==> config.mk <==
export PLATFORM = sky130hd
export DESIGN_NAME = data_mem_arbiter
export DESIGN_NICKNAME = d
export VERILOG_FILES = /design/src/rtl/pointcloud_pkg.sv /design/src/rtl/data_mem_arbiter.sv
export SDC_FILE = /design/constraint.sdc
export NUM_CORES = 1
export LEC_CHECK = 0
export CAP_MARGIN = 40
export CORE_MARGIN = 2
export CORE_UTILIZATION = 39
export CTS_CLUSTER_DIAMETER = 30
export DETAILED_ROUTE_END_ITERATION = 10
export MAX_ROUTING_LAYER = met4
export PLACE_DENSITY = 0.77
export RECOVER_POWER = 50
export SETUP_SLACK_MARGIN = 0.3
export SYNTH_ARGS = -nofsm -noshare
export SYNTH_HDL_FRONTEND = slang
export SYNTH_SLANG_ARGS = --single-unit
==> constraint.sdc <==
create_clock -name clk -period 2.1 [get_ports clk]
set_input_delay 0.63 -clock clk [delete_from_list [all_inputs] [get_ports clk]]
set_output_delay 0.63 -clock clk [all_outputs]
set_load 0.02 [all_outputs]
==> src/rtl/pointcloud_pkg.sv <==
// Shared definitions for the point-cloud datapath: data_mem geometry defaults and arbiter state encoding.
package pointcloud_pkg;

  localparam int PC_DATA_WIDTH = 8;
  localparam int PC_ADDR_WIDTH = 8;

  typedef enum logic [1:0] {
    IDLE = 2'd0,
    OWN0 = 2'd1,
    OWN1 = 2'd2
  } arb_state_t;

endpackage

==> src/rtl/data_mem_arbiter.sv <==
// Round-robin arbiter sharing one data_mem between two requesters, with bounded burst ownership.
// Command issues one cycle after accept; read data returns two cycles after accept with a per-requester strobe.
module data_mem_arbiter
  import pointcloud_pkg::*;
#(
  parameter int DATA_WIDTH = PC_DATA_WIDTH,
  parameter int ADDR_WIDTH = PC_ADDR_WIDTH,
  parameter int MAX_BURST  = 4
) (
  input  logic                  clk,
  input  logic                  rstn,
  input  logic                  r0_valid,
  output logic                  r0_ready,
  input  logic                  r0_wEn,
  input  logic [ADDR_WIDTH-1:0] r0_addr,
  input  logic [DATA_WIDTH-1:0] r0_data,
  output logic                  r0_rvalid,
  input  logic                  r1_valid,
  output logic                  r1_ready,
  input  logic                  r1_wEn,
  input  logic [ADDR_WIDTH-1:0] r1_addr,
  input  logic [DATA_WIDTH-1:0] r1_data,
  output logic                  r1_rvalid,
  output logic [DATA_WIDTH-1:0] rd_data,
  output logic [ADDR_WIDTH-1:0] mem_addr,
  output logic [DATA_WIDTH-1:0] mem_data,
  output logic                  mem_wEn,
  output logic                  mem_rEn,
  input  logic [DATA_WIDTH-1:0] mem_out
);

  localparam int CNT_W = (MAX_BURST > 1) ? $clog2(MAX_BURST) : 1;

  arb_state_t            r_state, w_state_nxt;
  logic                  r_rr_ptr, w_rr_nxt;
  logic [CNT_W-1:0]      r_beat_cnt, w_beat_nxt;
  logic [ADDR_WIDTH-1:0] r_mem_addr;
  logic [DATA_WIDTH-1:0] r_mem_data;
  logic                  r_mem_wen, r_mem_ren, r_iss_tag;
  logic                  r_rd_vld, r_rd_tag;

  logic w_own1, w_my_vld, w_oth_vld, w_acc, w_last;

  assign w_own1    = (r_state == OWN1);
  assign w_my_vld  = w_own1 ? r1_valid : r0_valid;
  assign w_oth_vld = w_own1 ? r0_valid : r1_valid;
  assign w_acc     = (r_state != IDLE) && w_my_vld;
  assign w_last    = (r_beat_cnt == CNT_W'(MAX_BURST - 1));

  always_comb begin
    w_state_nxt = r_state;
    w_rr_nxt    = r_rr_ptr;
    w_beat_nxt  = r_beat_cnt;
    case (r_state)
      IDLE: begin
        if (r0_valid && r1_valid) w_state_nxt = r_rr_ptr ? OWN1 : OWN0;
        else if (r0_valid)        w_state_nxt = OWN0;
        else if (r1_valid)        w_state_nxt = OWN1;
      end
      OWN0, OWN1: begin
        if (w_my_vld) begin
          if (w_last) begin
            w_beat_nxt = '0;
            // Burst exhausted: hand over only if the other side is waiting.
            if (w_oth_vld) begin
              w_state_nxt = w_own1 ? OWN0 : OWN1;
              w_rr_nxt    = ~w_own1;
            end
          end else begin
            w_beat_nxt = r_beat_cnt + CNT_W'(1);
          end
        end else begin
          w_beat_nxt = '0;
          w_rr_nxt   = ~w_own1;
          if (w_oth_vld) w_state_nxt = w_own1 ? OWN0 : OWN1;
          else           w_state_nxt = IDLE;
        end
      end
      default: w_state_nxt = IDLE;
    endcase
  end

  always_ff @(posedge clk or negedge rstn) begin
    if (!rstn) begin
      r_state    <= IDLE;
      r_rr_ptr   <= 1'b0;
      r_beat_cnt <= '0;
    end else begin
      r_state    <= w_state_nxt;
      r_rr_ptr   <= w_rr_nxt;
      r_beat_cnt <= w_beat_nxt;
    end
  end

  // Issue register and response tag pipe form one in-order path, so read-after-write ordering holds.
  always_ff @(posedge clk or negedge rstn) begin
    if (!rstn) begin
      r_mem_addr <= '0;
      r_mem_data <= '0;
      r_mem_wen  <= 1'b0;
      r_mem_ren  <= 1'b0;
      r_iss_tag  <= 1'b0;
      r_rd_vld   <= 1'b0;
      r_rd_tag   <= 1'b0;
    end else begin
      if (w_acc) begin
        r_mem_addr <= w_own1 ? r1_addr : r0_addr;
        r_mem_data <= w_own1 ? r1_data : r0_data;
        r_mem_wen  <= w_own1 ? r1_wEn : r0_wEn;
        r_mem_ren  <= w_own1 ? ~r1_wEn : ~r0_wEn;
        r_iss_tag  <= w_own1;
      end else begin
        r_mem_wen  <= 1'b0;
        r_mem_ren  <= 1'b0;
      end
      r_rd_vld <= r_mem_ren;
      r_rd_tag <= r_iss_tag;
    end
  end

  assign r0_ready  = (r_state == OWN0);
  assign r1_ready  = (r_state == OWN1);
  assign mem_addr  = r_mem_addr;
  assign mem_data  = r_mem_data;
  assign mem_wEn   = r_mem_wen;
  assign mem_rEn   = r_mem_ren;
  assign r0_rvalid = r_rd_vld & ~r_rd_tag;
  assign r1_rvalid = r_rd_vld & r_rd_tag;
  assign rd_data   = mem_out;

endmodule

## Word-level counts from Yosys, hierarchy flattened

Cells that the tools add are included.

| cells by class | value |
|---|---|
| eq/ne operators | 8 |
| $lt $le $gt $ge | 0 |
| add/sub/neg operators | 1 |
| $mul | 0 |
| div/mod/pow operators | 0 |
| bitwise gates (word level) | 6 |
| muxes and demuxes | 23 |
| reduce and logical (&&, ||, !) cells | 7 |
| shift operators | 0 |

Operators by type and width:

| kind | count |
|---|---|
| 2-bit 2-to-1 mux | 11 |
| 8-bit 2-to-1 mux | 2 |
| 1-bit 2-to-1 mux | 9 |
| 3-bit inequality test (second input constant) | 2 |
| 3-bit AND reduction | 2 |
| 2-bit == test (second input constant) | 2 |
| 2-bit by 1-bit inequality test with 1-bit output (second input constant) | 2 |
| 4-bit inequality test (second input constant) | 1 |
| 1-bit inverter | 4 |
| 2-bit case mux with 2 select lines | 1 |
| 2-bit by 1-bit adder with 2-bit output (second input constant) | 1 |
| 1-bit bitwise AND | 2 |
| 2-bit by 1-bit == test with 1-bit output (second input constant) | 1 |
| 1-bit logical AND | 2 |
| 2-bit logical NOT | 1 |
| 2-bit nonzero test | 1 |
| 2-bit OR reduction | 1 |

| storage, ports and cells | value |
|---|---|
| input bits | 46 |
| memories kept | 0 |
| latch bits | 0 |
| memory bits (read-only) | 0 |
| register bits after elaboration | 26 |
| RAM bits | 0 |

## Longest topological paths before layout

| logic depth | value |
|---|---|
| word-level depth | 6 |
| mapped depth | 8 |
| depth with buffers taken out | 6 |

## Worst setup path before layout

OpenSTA, ideal clock, no wires.

| timing path | value |
|---|---|
| path type | register to register |
| from | register r_state[0] |
| to | register r_state[0] |
| path slack | 0.240 ns |
| path buffers | 0 |
| arrival | 1.732 ns |
| stages on the path, launching flop included | 7 |
| cell sequence | dfrtp_1 inv_1 ha_1 mux2_4 a21oi_2 a22oi_2 mux2_1 |

| between the ends | value |
|---|---|
| word-level cells in the longest chain between the ends | 6 |

RTL lines:

| element | RTL line | RTL |
|---|---|---|
| start: declaration | data_mem_arbiter.sv:34 | `arb_state_t r_state, w_state_nxt;` |
| start signal: assignment | data_mem_arbiter.sv:89 | `r_state <= w_state_nxt;` |
| 2-bit == test (*) | -- |  |
| named net r1_ready | data_mem_arbiter.sv:19 | `output logic r1_ready,` |
| 2-bit 2-to-1 mux | data_mem_arbiter.sv:66, data_mem_arbiter.sv:75 |  |
| 2-bit 2-to-1 mux | data_mem_arbiter.sv:65 | `if (w_oth_vld) begin` |
| 2-bit 2-to-1 mux | data_mem_arbiter.sv:62 | `if (w_last) begin` |
| 2-bit 2-to-1 mux | data_mem_arbiter.sv:61 | `if (w_my_vld) begin` |
| 2-bit case mux with 2 select lines | data_mem_arbiter.sv:54 | `case (r_state)` |

The timed path passes the listed nets; every way through them passes the cells marked *. The select of a mux whose other input is x is not followed.
A chain may end at the register's enable or synchronous reset.

## Worst setup path after layout

| timing path | value |
|---|---|
| from | register r_state[0] |
| to | register r_state[1] |

| between the ends | value |
|---|---|
| word-level cells in the longest chain between the ends | 6 |

RTL lines:

| element | RTL line |
|---|---|
| 2-bit == test | data_mem_arbiter.sv:44, data_mem_arbiter.sv:54 |
| 2-bit 2-to-1 mux | data_mem_arbiter.sv:66, data_mem_arbiter.sv:75 |
| 2-bit 2-to-1 mux | data_mem_arbiter.sv:65 |
| 2-bit 2-to-1 mux | data_mem_arbiter.sv:62 |
| 2-bit 2-to-1 mux | data_mem_arbiter.sv:61 |
| 2-bit case mux with 2 select lines | data_mem_arbiter.sv:54 |

Parallel ways exist; a longest one is shown, timed or not. The select of a mux whose other input is x is not followed.

==> qor.yml <==
outcome:
  outcome: "completed"
global_routing:
  globalRoute.totalOverflow: 0
  grt_pass1_wl_mm: 5.402
  antenna_found_initial: 0
  grt_pass1_vias: 1201
  grt_max_degree: 27
  track_usage: 0.1730
detailed_routing:
  drt-pass1-iter-count: 4
  drc_errors: 0
  antenna_left: 0
  wl_mm: 3.236
  wl_per_cell_microns: 13.60
  drtIter0Drc: 25
  num_vias: 1150
  vias_per_cell: 4.832
power:
  leakagePower_nw: 1.009
  p_sw_w: 0.001206
  clockPowerShare: 0.086
  p_seq_frac: 0.288
  internal_power_w: 0.001715
  switching_share: 0.4129
  powerDensity_nw_per_um2: 1376
  peakVddDrop_mv: 0.7655
  pwr-share-comb: 0.626
final_layout:
  n_antenna_cell: 0
  finalNetCount: 245
  nFillCells: 301
  area_delta_synth_final_pct: 49.78
  layout.cells.non_filler: 238
  drive_above_1_share: 0.2396
yosys:
  yosys_warnings: 0
  syn_area_sq_um: 1418
  synthFlopType: "dfrtp_1"
  yosys.area.top_type_share: 0.4590
  avgSynthCellArea_sq_um: 11.16
  yosysUniqueCellTypes: 26
  synthCells: 127
  ys_seq_area_frac: 0.4590
  syn-num-nets: 179
  ys_seq_elements: 26
  synth-async-reset-ratio: 1.000
  synth_edf_count: 0
  yosys.area.top_type: "dfrtp_1"
  synth_area_leaders: "dfrtp_1, mux2i_1, o21ai_2, ha_1, buf_4"
timing:
  max_clock_freq_mhz: 525.1
  hold_viol: 0
  setup_viol: 0
  min_period_over_period: 0.9069
  setup_ws_ps: 195.5
  finClkSkew_ps: 5.545
  min_period_ps: 1904
  maxSlewHeadroom: 0.5753
  rsz0062_at_grt: "yes"
  drv_slew: 0
  worstMarginPinSlew_ps: 637.0
flow_run:
  maxCapViolations: 0
min_path:
  hold_class: "flip-flop to flip-flop"
critical_path:
  critPathMaxStageDelay_ps: 420
  worstPathCellList: "inv_2 -> buf_4 -> ha_4 -> mux2i_1 -> a21oi_4 -> a22oi_2 -> mux2_4"
  crit_path_top_delay_cell: "dfrtp_1"
  required_ps: 2320
  critPathLaunchType: "flip-flop"
  cp_max_fo: 4
  setup.worst_path.class: "flip-flop to flip-flop"
  worstPathArrival_ps: 2130
  cp-end-kind: "flip-flop"
clock_tree:
  hold_buffers: 0
  clockBufferDepth: 2
  cts.clk_slew.worst_paths_ps: 140
  numCtsBuffers: 3
  clkLatencyLatePin_ps: 320
  cts_root_buffer: "clkbuf_4"
  htree_levels: 1
  cts_tree: "built"
  cts_sinks: 26
die:
  initial_utilization: 0.4150
  chipHeight_microns: 64.29
  num_rows: 21
  design.die.area_sq_um: 4133
  io_pins: 76
  die_w_microns: 64.29
  core_area_sq_um: 3416
placed_design:
  dpl.hpwl_mm: 2.475
  dp_cells: 226
  routabilityCongestion: 0.7866
  dp_slack_ps: -96.19
  port_buffers: 59
==> cells in the mapped netlist, types with 3 or more instances <==
cell and n:
inv_1 3, buf_6 4, ha_1 6, mux2i_1 18, buf_4 9, o21ai_1 7, nand2_1 18, nor2b_1 4
o21ai_2 10, dfrtp_1 26
==> worst paths after layout <==
check | start | depth (start not counted) | endpoint | slack [ps]
setup / recovery | r_state[0] | 7 | r_state[1] | 200
hold / removal | mem_rEn | 0 | r_rd_vld | 390
setup reg to reg | r_state[0] | 7 | r_state[1] | 200
hold reg to reg | mem_rEn | 0 | r_rd_vld | 390
max in group asynchronous | rstn | 2 | mem_wEn | 840
min in group asynchronous | rstn | 2 | mem_addr[7] | 840
==> power by group through the flow <==
stage / Clock [W] / Combinational (W) / Sequential (W)
2_1_floorplan: 0 / 0.000963 / 0.00105
3_3_place_gp: 0 / 0.00171 / 0.000852
3_5_place_dp: 0 / 0.00175 / 0.000870
4_1_cts: 0.000259 / 0.00178 / 0.000844
5_1_grt: 0.000282 / 0.00199 / 0.000874
6_report: 0.000252 / 0.00183 / 0.000841
==> worst max-delay path, delay by kind of cell (launching register included) <==
kind	cells	cell delay, ps
AOI/OAI and AO/OA	2	330
adders and majority gates	1	150
buffers and inverters	2	200
DFF	1	420
muxes	2	710
==> placed cells by master, fill, tap and decap left out, drive strengths merged <==
master         instances
a21bo                  1
a21o                   1
a21oi                  3
a22oi                  1
and2                   1
buf                   16
clkbuf                 8
clkdlybuf4s50         35
dfrtp                 26
dlygate4sd2           19
dlygate4sd3            1
ha                     6
inv                    3
mux2                   4
mux2i                 18
nand2                 18
nand3                  2
nor2                   2
nor2b                  4
o21ai                 18
o2bb2ai                2
o31ai                  1
or2                    1
or3                    1
==> logic make-up (layout without fill, tap and decap cells) <==
kind of cell    count (synthesis)  after routing  share of synthesized area
mux                            22             22                     0.1642
flops                          26             26                     0.4590
simple gates                   29             29                    0.09091
fa+ha+maj                       6              6                    0.05296
buf+inv                        17             82                    0.09090
compound gates                 27             27                     0.1421
==> layer usage <==
layer  GRT usage  vias to the layer above  wire, microns
met5           -                        -              0
met4     0.06915                        0             59
met3     0.04225                        9            210
met2      0.3125                       44           1750
met1      0.1800                      537           1216
li1            -                      560              -
==> what timing repair did <==
action,CTS,global route
gates resized for setup,37,10
endpoints found under the setup margin,32,24
setup buffers,5,3
pin swaps,3,1
==> state kept, by name (all words and copies together), names as in the netlist <==
register	flops
r_rd_vld	1
mem_addr	8
mem_rEn	1
r_rd_tag	1
mem_data	8
r_beat_cnt	2
r_rr_ptr	1
r_iss_tag	1
r_state	2
mem_wEn	1
==> metrics by stage <==
stage | area, sq um | TNS, ps | hold slack, ps | power (W) | utilization
floorplan | 1420 | 0 | 334.4 | 0.002011 | -
global placement | 2023 | -45.24 | 360.3 | 0.002560 | 0.5923
detailed placement | 2023 | -643.2 | 377.2 | 0.002619 | 0.5923
CTS | 2107 | 0 | 404.0 | 0.002886 | 0.6169
global route | 2123 | 0 | 417.0 | 0.003147 | 0.6216
finish | 2123 | 0 | 393.5 | 0.002921 | 0.6216
==> final cells by class <==
class                      instances  area (sq um)  share of cell area
tap                               46         57.56             0.02711
sequential                        26         650.6              0.3064
clock buffer                       4         36.28             0.01709
timing repair buffer              75         694.4              0.3270
inverter                           3         11.26            0.005303
multi-input combinational         84         673.1              0.3170
(Power assumes the default switching activity.)
